$ cat src/rtl/sys_array2x2.sv
// 2x2 output-stationary systolic MAC array: A flows right, B flows down,
// each PE accumulates a K-term dot product and emits one saturated result.
module sys_array2x2 #(
  parameter int FRAC  = 8,
  parameter int ACC_W = 40
) (
  input  logic        clk,
  input  logic        rst,
  input  logic        start,
  input  logic [7:0]  max_cntr,
  output logic        aff0,
  output logic        aff1,
  output logic        bff0,
  output logic        bff1,
  input  logic [15:0] a_in0,
  input  logic [15:0] a_in1,
  input  logic [15:0] b_in0,
  input  logic [15:0] b_in1,
  input  logic        awe0,
  input  logic        awe1,
  input  logic        bwe0,
  input  logic        bwe1,
  output logic [15:0] s_out0_0,
  output logic [15:0] s_out0_1,
  output logic [15:0] s_out1_0,
  output logic [15:0] s_out1_1,
  output logic        sat0_0,
  output logic        sat0_1,
  output logic        sat1_0,
  output logic        sat1_1,
  output logic        sw0_0,
  output logic        sw0_1,
  output logic        sw1_0,
  output logic        sw1_1,
  output logic        busy
);

  typedef enum logic [1:0] {IDLE, FEED, DRAIN} state_t;

  state_t      state;
  logic [7:0]  k_r;
  logic [7:0]  feed_cnt;
  logic        ff_q;

  logic [15:0] a1_sk, b1_sk;
  logic        a1v_sk, b1v_sk;
  logic [15:0] a_fw [2];
  logic [15:0] b_fw [2];
  logic        av_fw [2];
  logic        bv_fw [2];

  logic [15:0] pa  [2][2];
  logic [15:0] pb  [2][2];
  logic        pav [2][2];
  logic        pbv [2][2];

  logic [15:0] s_r   [4];
  logic        sat_r [4];
  logic        sw_r  [4];

  assign aff0 = ff_q;
  assign aff1 = ff_q;
  assign bff0 = ff_q;
  assign bff1 = ff_q;

  always_ff @(posedge clk) begin
    if (rst) begin
      state    <= IDLE;
      k_r      <= '0;
      feed_cnt <= '0;
      ff_q     <= 1'b0;
      busy     <= 1'b0;
    end else begin
      case (state)
        IDLE: begin
          if (start && max_cntr != '0) begin
            state    <= FEED;
            k_r      <= max_cntr;
            feed_cnt <= 8'd1;
            ff_q     <= 1'b1;
            busy     <= 1'b1;
          end
        end
        FEED: begin
          if (feed_cnt == k_r) begin
            ff_q  <= 1'b0;
            state <= DRAIN;
          end else begin
            feed_cnt <= feed_cnt + 8'd1;
          end
        end
        DRAIN: begin
          if (sw_r[3]) begin
            state <= IDLE;
            busy  <= 1'b0;
          end
        end
        default: state <= IDLE;
      endcase
    end
  end

  // Edge skew on row/column 1, plus the right/down forwarding registers.
  // Strobes are gated by busy so stray buffer output outside a run is ignored.
  always_ff @(posedge clk) begin
    if (rst) begin
      a1_sk  <= '0;
      b1_sk  <= '0;
      a1v_sk <= 1'b0;
      b1v_sk <= 1'b0;
      for (int unsigned i = 0; i < 2; i++) begin
        a_fw[i]  <= '0;
        b_fw[i]  <= '0;
        av_fw[i] <= 1'b0;
        bv_fw[i] <= 1'b0;
      end
    end else begin
      a1_sk  <= a_in1;
      b1_sk  <= b_in1;
      a1v_sk <= awe1 & busy;
      b1v_sk <= bwe1 & busy;
      for (int unsigned i = 0; i < 2; i++) begin
        a_fw[i]  <= pa[i][0];
        av_fw[i] <= pav[i][0];
        b_fw[i]  <= pb[0][i];
        bv_fw[i] <= pbv[0][i];
      end
    end
  end

  always_comb begin
    pa[0][0]  = a_in0;
    pav[0][0] = awe0 & busy;
    pa[1][0]  = a1_sk;
    pav[1][0] = a1v_sk;
    pb[0][0]  = b_in0;
    pbv[0][0] = bwe0 & busy;
    pb[0][1]  = b1_sk;
    pbv[0][1] = b1v_sk;
    for (int unsigned i = 0; i < 2; i++) begin
      pa[i][1]  = a_fw[i];
      pav[i][1] = av_fw[i];
      pb[1][i]  = b_fw[i];
      pbv[1][i] = bv_fw[i];
    end
  end

  localparam logic signed [ACC_W-1:0] SMAX = ACC_W'(32767);
  localparam logic signed [ACC_W-1:0] SMIN = ACC_W'(-32768);

  for (genvar i = 0; i < 2; i++) begin : g_row
    for (genvar j = 0; j < 2; j++) begin : g_col
      logic signed [ACC_W-1:0] acc, acc_nx, sh;
      logic signed [31:0]      prod;
      logic [7:0]              cnt;
      logic                    mac;
      logic [15:0]             s_q;
      logic                    sat_q, sw_q;

      always_comb begin
        mac    = pav[i][j] & pbv[i][j];
        prod   = $signed(pa[i][j]) * $signed(pb[i][j]);
        acc_nx = acc + {{(ACC_W-32){prod[31]}}, prod};
        sh     = acc_nx >>> FRAC;
      end

      // The final MAC is folded straight into the clamp so acc clears as the result registers.
      always_ff @(posedge clk) begin
        if (rst) begin
          acc   <= '0;
          cnt   <= '0;
          s_q   <= '0;
          sat_q <= 1'b0;
          sw_q  <= 1'b0;
        end else begin
          sw_q <= 1'b0;
          if (mac) begin
            if (8'(cnt + 8'd1) == k_r) begin
              acc  <= '0;
              cnt  <= '0;
              sw_q <= 1'b1;
              if (sh > SMAX) begin
                s_q   <= 16'h7FFF;
                sat_q <= 1'b1;
              end else if (sh < SMIN) begin
                s_q   <= 16'h8000;
                sat_q <= 1'b1;
              end else begin
                s_q   <= sh[15:0];
                sat_q <= 1'b0;
              end
            end else begin
              acc <= acc_nx;
              cnt <= cnt + 8'd1;
            end
          end
        end
      end

      assign s_r[i*2+j]   = s_q;
      assign sat_r[i*2+j] = sat_q;
      assign sw_r[i*2+j]  = sw_q;
    end
  end

  assign s_out0_0 = s_r[0];
  assign s_out0_1 = s_r[1];
  assign s_out1_0 = s_r[2];
  assign s_out1_1 = s_r[3];
  assign sat0_0   = sat_r[0];
  assign sat0_1   = sat_r[1];
  assign sat1_0   = sat_r[2];
  assign sat1_1   = sat_r[3];
  assign sw0_0    = sw_r[0];
  assign sw0_1    = sw_r[1];
  assign sw1_0    = sw_r[2];
  assign sw1_1    = sw_r[3];

endmodule
$ cat config.mk
export PLATFORM = sky130hd
export DESIGN_NAME = sys_array2x2
export DESIGN_NICKNAME = d
export VERILOG_FILES = /design/src/rtl/sys_array2x2.sv
export SDC_FILE = /design/constraint.sdc
export NUM_CORES = 2
export LEC_CHECK = 0
export CAP_MARGIN = 20
export CORE_UTILIZATION = 35
export CTS_CLUSTER_SIZE = 24
export DETAILED_ROUTE_END_ITERATION = 6
export PLACE_DENSITY_LB_ADDON = 0.25
export SLEW_MARGIN = 20
export SYNTH_ARGS = -nofsm -noshare
export SYNTH_HDL_FRONTEND = slang
export SYNTH_SLANG_ARGS = --single-unit
$ cat constraint.sdc
create_clock -name clk -period 12.5 [get_ports clk]
set_clock_uncertainty 0.15 [all_clocks]
set_input_delay 1.25 -clock clk [delete_from_list [all_inputs] [get_ports clk]]
set_output_delay 1.25 -clock clk [all_outputs]
set_load 0.02 [all_outputs]
==> impl_metrics.ini <==
[floorplanning]
die_h_um = 420
start_util_pct = 35.3
core_mm2 = 0.174
die_w_um = 420
die_area_mm2 = 0.177
fp-row-count = 153
io_pins = 156

[setup_path]
path_delay_family = adder cells
cp-start-kind = input port
crit_start = b_in0[1]
critical_path.endpoint = s_out0_0[14]
worstReg2RegEnd = s_out1_0[8]
cp-end-kind = register
r2r_cells = 37
crit_arrival_ps = 11840
critical_path_cell_count = 36
path_class = in2reg
crit_required_ps = 12900
crit_top_cell = fa_1
path_max_fanout = 17
cpPeakStageDelay_ps = 920
rr_startpoint = b_fw[0][11]
critPathBufInv = 6
r2r_slack_ps = 1350
cpMaxStageDelayCell = clkdlybuf4s50_1

[placement]
dp_hpwl_um = 130000
port_buffers = 155
place_congestion = 0.871

[cells_and_area]
finalNetCount = 8633
area_delta_synth_final_pct = 9.54
filler_cell_count = 17798
drive_gt1_share_pct = 3.12
layout_commonest_cell = inv_1
mostFrequentLayoutCells = inv_1 (1,206), fa_1 (1,052), nand2_1 (715), and2_1 (518), ha_1 (493)

[clock_network]
cts_resized = 0
clk_latency_ps = 710
tritoncts = yes
ctsLongestPathBuffers = 3
cts_buffers = 54
cts.hold.buffers_added = 0
cts-root-buf = clkbuf_16
clk_pin_slew_worst_paths_ps = 60
post_cts_buffers = 0
clock_sinks = 386
h-tree-depth = 2

[outcome]
status = finished, final reports clean

[sta]
rsz0062_at_grt = false
final_max_slew_viol_count = 0
fmax_ghz = 0.0874
slew_headroom_pct = 26.5
post-route-period-util_pct = 91.5
setup_viol = 0
fin_crit_ps = 11440
setup_tns_ps = 0
final-hold-violation-count = 0
worst_slew_pin_slew_ps = 1100

[hold_path]
hold_path.class = reg2reg
holdCritStartpoint = g_row[0].g_col[1].acc[39]

[yosys]
ys_async_sr_fraction_pct = 0
syn_nets = 8621
yosysUniqueCellTypes = 103
ys_seq_elements = 386
ys_warn_count = 0
postSynthCellCount = 6997
syn_avg_cell_area_um2 = 8.76
synth-edff-count = 0
ys.flop_type = dfxtp_1
yosysSeqAreaShare_pct = 12.6
syn_area_mm2 = 0.0613

[global_routing]
grt_max_degree = 117
grt_pass1_vias = 49050
grt_pass1_wl_um = 267000
grt_antenna_before_repair = 7
grt_overflow_total = 0
gr-usage-all-layers_pct = 18.9

[routing]
wl_per_cell_um = 17.3
routed_wl_um = 162000
vias = 46831
via_per_inst = 4.99
dr.pass1.iters = 7
drt_iter0_drc = 2540
drcViolationCount = 0
ant_nets = 0

[job]
maxCapViolations = 0
## cells in the mapped netlist, drive strengths merged, types with 72 or more instances
master  instances  share of area, %
xnor2         228               3.3
o21ai         142               1.2
clkbuf        248               1.5
inv          1206               7.4
a211oi         88               1.1
a21oi         319               2.6
xor2           94               1.3
fa           1052                34
nor2b         140               1.4
nand2b         72              0.75
nand2         719               4.4
a22oi          97               1.2
nor3           74              0.60
nand3          93              0.77
nor2          455               2.8
a21o          105               1.3
ha            493                10
and2          518               5.3
dfxtp         386                13
## worst min path at each step
stage | to | slack (ps) | cells past startpoint
2_1_floorplan | g_row[0].g_col[1].acc[39] | 280 | 2
3_3_place_gp | g_row[0].g_col[0].acc[6] | 290 | 2
3_5_place_dp | g_row[0].g_col[1].acc[39] | 300 | 2
4_1_cts | g_row[0].g_col[1].acc[39] | 310 | 2
5_1_grt | g_row[0].g_col[0].acc[0] | 320 | 2
6_report | g_row[0].g_col[1].acc[39] | 300 | 2
## per-layer routing
layer | GRT usage (%) | wire length [um] | vias to the layer above
li1 | - | - | 22105
met1 | 25.3 | 72900 | 23726
met2 | 33.0 | 80700 | 833
met3 | 1.74 | 5660 | 167
met4 | 3.80 | 3240 | 0
met5 | 0 | 0 | -
## sequential cells by signal (all words and copies together), names as in the netlist, 16 cells and up
| signal | cells |
|---|---|
| a_fw | 32 |
| b_fw | 32 |
| s_out0_0 | 16 |
| s_out1_1 | 16 |
| s_out0_1 | 16 |
| g_row.g_col.cnt | 32 |
| s_out1_0 | 16 |
| b1_sk | 16 |
| a1_sk | 16 |
| g_row.g_col.acc | 160 |
## layout make-up
cell class              instances  area [um2]  area share (%)
well taps                    2325        2910            4.33
clock inverters                31         365           0.544
flip-flops and latches        386        7730            11.5
multi-input cells            5135       48000            71.6
repair buffers                226        2100            3.12
inverters                    1206        4530            6.74
diodes                          1        2.50         0.00373
clock buffers                  70        1460            2.18
## tightest hold or removal path, stage by stage, from the launching register on
cell and delay (ps):
dfxtp_1 310, nand2_1 50, a21oi_1 50
## cells by family (layout without fill, tap and decap cells)
kind of cell	count (synthesis)	after routing	share of synthesized area, %
AO/OA/AOI/OAI	998	998	10.7
XOR/XNOR	324	324	4.68
adder cells (fa/ha/maj)	1545	1545	44.4
buffers and inverters	1476	1533	9.17
flip-flops	386	386	12.6
multiplexers	14	14	0.239
other	0	1	0
AND/OR/NAND/NOR	2254	2254	18.1
## stage by stage
stage | cells | util (%) | worst slack, ps | hold WS [ps] | instance area, um2
floorplan | 6997 | - | 1990 | 282 | 61300
global placement | 9277 | 37.6 | 402 | 293 | 65300
detailed placement | 9278 | 37.6 | 349 | 299 | 65300
CTS | 9379 | 38.6 | 1130 | 308 | 67100
global route | 9380 | 38.6 | 422 | 320 | 67100
finish | 9380 | 38.6 | 1060 | 303 | 67100
Power is left out: the tool's default activity adds up to more than one toggle a clock period on the data nets, which glitch-free logic cannot reach.
